$ cat src/rtl/uart_pkg.sv
// uart_pkg: shared UART state encoding and bit timing.
// Imported by uart_rx and uart_sync2.
package uart_pkg;

  typedef logic [2:0] uart_state_t;

  localparam uart_state_t S_IDLE      = 3'd0;
  localparam uart_state_t S_START     = 3'd1;
  localparam uart_state_t S_DATA      = 3'd2;
  localparam uart_state_t S_PARITY    = 3'd3;
  localparam uart_state_t S_STOP      = 3'd4;
  localparam uart_state_t S_WAIT_IDLE = 3'd5;

  localparam int TICKS_PER_BIT = 4;

endpackage

$ cat src/rtl/uart_sync2.sv
// uart_sync2: two-flop synchronizer for the async rx line.
// Both flops reset to 1 (line idle level).
module uart_sync2
  import uart_pkg::*;
(
  input  logic clk,
  input  logic rst,
  input  logic d,
  output logic q
);

  logic meta;

  // two-stage capture, reset to idle-high
  always_ff @(posedge clk) begin
    if (!rst) begin
      meta <= 1'b1;
      q    <= 1'b1;
    end else begin
      meta <= d;
      q    <= meta;
    end
  end

endmodule

$ cat src/rtl/uart_rx.sv
// uart_rx: 8N1 UART receiver, 4 ticks/bit, mid-bit sampling.
// Define UART_RX_PARITY_EN for an even-parity bit after bit 7.
module uart_rx
  import uart_pkg::*;
#(
  parameter int CLOCK_FREQUENCY = 50_000_000,
  parameter int BAUD_RATE       = 19200
) (
  input  logic       clk,
  input  logic       rst,
  input  logic       rx,
  input  logic       rd,
  output logic [7:0] rx_byte,
  output logic       data_valid,
  output logic       received,
  output logic       is_receiving,
  output logic       recv_error,
  output logic       overrun
);

  localparam int CLOCK_DIVIDE =
    CLOCK_FREQUENCY / (BAUD_RATE * TICKS_PER_BIT);
  localparam int DW =
    (CLOCK_DIVIDE > 1) ? $clog2(CLOCK_DIVIDE) : 1;
  localparam logic [DW-1:0] DIV_LAST = DW'(CLOCK_DIVIDE - 1);
  localparam logic [1:0] T_LAST = 2'(TICKS_PER_BIT - 1);
  localparam logic [1:0] T_MID  = 2'(TICKS_PER_BIT / 2 - 1);

  uart_state_t   state;
  logic          rx_s;
  logic          rx_d;
  logic          fall;
  logic [DW-1:0] div_cnt;
  logic          tick;
  logic [1:0]    tick_cnt;
  logic [2:0]    bit_cnt;
  logic [7:0]    shreg;
  logic          stop_smp;
  logic          par_ok;
  logic          frame_good;
  logic          frame_bad;

  uart_sync2 u_sync (
    .clk (clk),
    .rst (rst),
    .d   (rx),
    .q   (rx_s)
  );

  assign fall = rx_d & ~rx_s;
  assign tick = (div_cnt == DIV_LAST);

`ifdef UART_RX_PARITY_EN
  logic par_bit;
  assign par_ok = ~^{shreg, par_bit};
`else
  assign par_ok = 1'b1;
`endif

  assign stop_smp   = (state == S_STOP) && tick &&
                      (tick_cnt == T_LAST);
  assign frame_good = stop_smp && rx_s && par_ok;
  assign frame_bad  = stop_smp && !(rx_s && par_ok);

  assign is_receiving = (state != S_IDLE);

  // delayed copy of the synchronized line for edge detect
  always_ff @(posedge clk) begin
    if (!rst) rx_d <= 1'b1;
    else      rx_d <= rx_s;
  end

  // free-running tick divider, re-phased on a start edge
  always_ff @(posedge clk) begin
    if (!rst)
      div_cnt <= '0;
    else if ((state == S_IDLE && fall) || tick)
      div_cnt <= '0;
    else
      div_cnt <= div_cnt + DW'(1);
  end

  // frame FSM: bit timing, shifting and stop handling
  always_ff @(posedge clk) begin
    if (!rst) begin
      state    <= S_IDLE;
      tick_cnt <= 2'd0;
      bit_cnt  <= 3'd0;
      shreg    <= 8'h00;
`ifdef UART_RX_PARITY_EN
      par_bit  <= 1'b0;
`endif
    end else begin
      case (state)
        S_IDLE: begin
          if (fall) begin
            state    <= S_START;
            tick_cnt <= 2'd0;
          end
        end
        S_START: begin
          if (tick) begin
            if (tick_cnt == T_MID) begin
              tick_cnt <= 2'd0;
              bit_cnt  <= 3'd0;
              state    <= rx_s ? S_IDLE : S_DATA;
            end else begin
              tick_cnt <= tick_cnt + 2'd1;
            end
          end
        end
        S_DATA: begin
          if (tick) begin
            tick_cnt <= tick_cnt + 2'd1;
            if (tick_cnt == T_LAST) begin
              shreg   <= {rx_s, shreg[7:1]};
              bit_cnt <= bit_cnt + 3'd1;
              if (bit_cnt == 3'd7) begin
`ifdef UART_RX_PARITY_EN
                state <= S_PARITY;
`else
                state <= S_STOP;
`endif
              end
            end
          end
        end
`ifdef UART_RX_PARITY_EN
        S_PARITY: begin
          if (tick) begin
            tick_cnt <= tick_cnt + 2'd1;
            if (tick_cnt == T_LAST) begin
              par_bit <= rx_s;
              state   <= S_STOP;
            end
          end
        end
`endif
        S_STOP: begin
          if (tick) begin
            tick_cnt <= tick_cnt + 2'd1;
            if (tick_cnt == T_LAST)
              state <= rx_s ? S_IDLE : S_WAIT_IDLE;
          end
        end
        S_WAIT_IDLE: begin
          if (!rx_s) begin
            tick_cnt <= 2'd0;
          end else if (tick) begin
            tick_cnt <= tick_cnt + 2'd1;
            if (tick_cnt == T_LAST)
              state <= S_IDLE;
          end
        end
        default: state <= S_IDLE;
      endcase
    end
  end

  // holding register, status pulses and sticky overrun
  always_ff @(posedge clk) begin
    if (!rst) begin
      rx_byte    <= 8'h00;
      data_valid <= 1'b0;
      received   <= 1'b0;
      recv_error <= 1'b0;
      overrun    <= 1'b0;
    end else begin
      received   <= 1'b0;
      recv_error <= frame_bad;
      if (frame_good) begin
        if (data_valid && !rd) begin
          overrun <= 1'b1;
        end else begin
          rx_byte    <= shreg;
          data_valid <= 1'b1;
          received   <= 1'b1;
        end
      end else if (rd) begin
        data_valid <= 1'b0;
      end
    end
  end

endmodule
$ cat config.mk
export PLATFORM = sky130hd
export DESIGN_NAME = uart_rx
export DESIGN_NICKNAME = d
export VERILOG_FILES = /design/src/rtl/uart_pkg.sv /design/src/rtl/uart_sync2.sv /design/src/rtl/uart_rx.sv
export SDC_FILE = /design/constraint.sdc
export NUM_CORES = 1
export LEC_CHECK = 0
export BUFFER_PORTS_ARGS = -buffer_cell sky130_fd_sc_hd__buf_2
export CAP_MARGIN = 25
export CORE_MARGIN = 3
export CORE_UTILIZATION = 58
export DETAILED_ROUTE_END_ITERATION = 8
export HOLD_SLACK_MARGIN = 0.02
export PLACE_DENSITY = 0.78
export SETUP_SLACK_MARGIN = 0.5
export SYNTH_ARGS = -nofsm -noshare
export SYNTH_HDL_FRONTEND = slang
export SYNTH_SLANG_ARGS = --single-unit
$ cat constraint.sdc
create_clock -name clk -period 1.97 [get_ports clk]
set_input_delay 0.197 -clock clk [delete_from_list [all_inputs] [get_ports clk]]
set_output_delay 0.197 -clock clk [all_outputs]
set_load 0.01 [all_outputs]
==> metrics.txt <==
CP startpoint kind=register; share of the synthesized area in the top cell type=0.401; all-layer global routing usage=0.252; FP Rows=20; Fin. Hold Viols=0; Core ar.=0.00320 mm2; Crit. End Element=register; post-synthesis mux area share=0.0886; main combinational cell family by area after synthesis=simple AND/OR/NAND/NOR gates; die height=65.4 um; Synth Area in Simple Gates=0.268; P_leak=0.00102 uW; syn_area_per_cell=9.06 um2; Syn Inst Count=226; Yosys reg bits=41; placed inst area=0.00217 mm2; Compound-Gate Fraction of Synth Area=0.111; Yosys warnings=0; Port Buffers=16; Fmax achieved=571 MHz; final period utilization=0.888; worst min-delay path class=primary input to register; HPWL after DPL=3140 um; grt total ovfl=0; detailed-route via count=1856; final setup fails=0; Layout Nets=272; unrepaired setup endpoints after global routing=true; register area share after synthesis=0.401; pre-CTS setup slack=0.0664 ns; synthesized area=0.00205 mm2; critical path class=register to register; worst-path maximum fanout=6; FFs w/ async S/R, synth=0; ranking of synthesized cells by area=dfxtp_1 (40%), mux2i_1 (8.3%), nand2_1 (4.8%); peak supply drop=0.000472 V; worst endpoint required time=2.28 ns; Critical Path AT=2.06 ns; first-pass GRT wire length=8450 um; clock tree buffer depth=2; H-Tree Depth=2; power density over the cells=778 mW/mm2; Distinct cells, synth=52; Rel. slew slack=0.643; Slew @ Worst Pin=0.534 ns; CTS root buffer=clkbuf_4; post-route cell area=0.00264 mm2; First DRT Iteration DRCs=198; largest area contributor in the netlist=dfxtp_1; post-DR wirelength/cell=18.4 um; pin count of the biggest net entering global routing=23; CTS Buf Count=5; layout cells sized above 1=0.340; Post-Synth XOR/XNOR Area=0.0385; placer congestion estimate=0.858; first-pass iteration count of the detailed router=4; crit path time final=1.75 ns; Die ar.=0.00428 mm2; Clock Pin Slew Worst Setup and Hold Paths=0.14 ns; vias in the first global route=1802; fin. max-slew vios=0; Die Wd=65.4 um; status=completed; IO Pins=17; synthesized-area fraction occupied by adder cells=0.0428; worst skew pair latency=0.38 ns; Max Cap Viol=0; Final TNS setup=0 ns; Layout area overhead=29.0%; WL final=5620 um; initial antenna violation count=0; Most used DFF post-synth=dfxtp_1; Power, Total=2050 uW; Final Worst Setup Slack=0.220 ns; Syn Nets=237; DRC=0; number of synthesized flops with an enable pin=0; skew final=0.0120 ns; initial core utilization=0.639; Num Clock Sinks=41; antenna-violating nets left=0; n_diodes=0; CTS tree=yes; via/cell ratio=6.07; fillers=207
layer usage:
| layer | share of wire | track usage | wire (um) | vias to the layer above |
|---|---|---|---|---|
| li1 | - | - | - | 868 |
| met1 | 0.41 | 0.299 | 2290 | 882 |
| met2 | 0.51 | 0.450 | 2860 | 83 |
| met3 | 0.050 | 0.0496 | 282 | 23 |
| met4 | 0.034 | 0.0881 | 191 | 0 |
| met5 | 0 | 0 | 0 | - |
power by group:
group | total [uW] | switching [uW] | internal (uW)
registers | 904 | 46.6 | 857
logic | 629 | 305 | 324
clock network | 522 | 308 | 214
cells by family after synthesis:
kind of cell	after synthesis
AOI/OAI and AO/OA	33
xor gates and xnor gates	9
adders and majority gates	7
buffers and inverters	20
DFF	41
muxes	18
and+or+nand+nor	98
layout make-up:
cell class / count / area, um2 / area share
multi-input cells: 166 / 1320 / 0.499
flip-flops and latches: 41 / 838 / 0.318
clock inverters: 1 / 8.76 / 0.00332
well taps: 44 / 55.1 / 0.0209
inverters: 7 / 26.3 / 0.00995
repair buffers: 40 / 329 / 0.125
clock buffers: 7 / 65.1 / 0.0246
worst paths after layout:
check | from | endpoint | cells past startpoint | slack (ns)
max | div_cnt[0] | bit_cnt[0] | 6 | 0.22
min | rst | u_sync.q | 2 | 0.11
max reg2reg | div_cnt[0] | bit_cnt[0] | 6 | 0.22
min reg2reg | u_sync.meta | u_sync.q | 1 | 0.45
cells in the final DEF, fill, tap and decap left out, drive strengths merged, types with 3 or more instances in the layout:
cell type	netlist	final
dfxtp	41	41
buf	7	39
nand2	26	26
nor2	24	24
mux2i	17	17
o21ai	10	10
nand3	8	9
inv	7	8
xnor2	7	7
a21oi	7	7
ha	7	7
clkbuf	6	7
nand2b	6	6
nor3	6	6
o21a	4	4
nor4	3	3
or3	3	3
nand4	3	3
worst max-delay path, cell delays in order (launching register included):
cell	delay [ns]
dfxtp_2	0.36
inv_2	0.08
ha_4	0.13
and4b_4	0.31
nand3_4	0.15
or4_4	0.52
a21oi_2	0.12
sequential cells by signal (all words and copies together), names as in the netlist:
register,count
bit_cnt,3
data_valid,1
div_cnt,10
overrun,1
received,1
recv_error,1
rx_byte,8
rx_d,1
shreg,8
state,3
tick_cnt,2
u_sync.meta,1
u_sync.q,1
metrics by stage:
stage	cells	util	hold slack, ns
global placement	277	0.679	0.379
finish	306	0.824	0.114
detailed placement	277	0.679	0.382
global route	306	0.824	0.121
CTS	302	0.780	0.106
floorplan	226	-	0.298
synth_stat cells, drive strengths merged (6+ instances only):
cell and number:
dfxtp 41, xnor2 7, nand2 26, inv 7
nor2 24, ha 7, nand2b 6, o21ai 10
nand3 8, buf 7, mux2i 17, clkbuf 6
a21oi 7, nor3 6
what timing repair did:
item / in CTS / in global routing
endpoints found under the setup margin: 37 / 39
resized for setup: 22 / 24
setup buffers: 15 / 4
endpoints found under the hold margin: 1 / 0
cloned: 1 / 0
hold buffers: 1 / 0
pin swaps: 10 / 10
(Power assumes the default switching activity.)
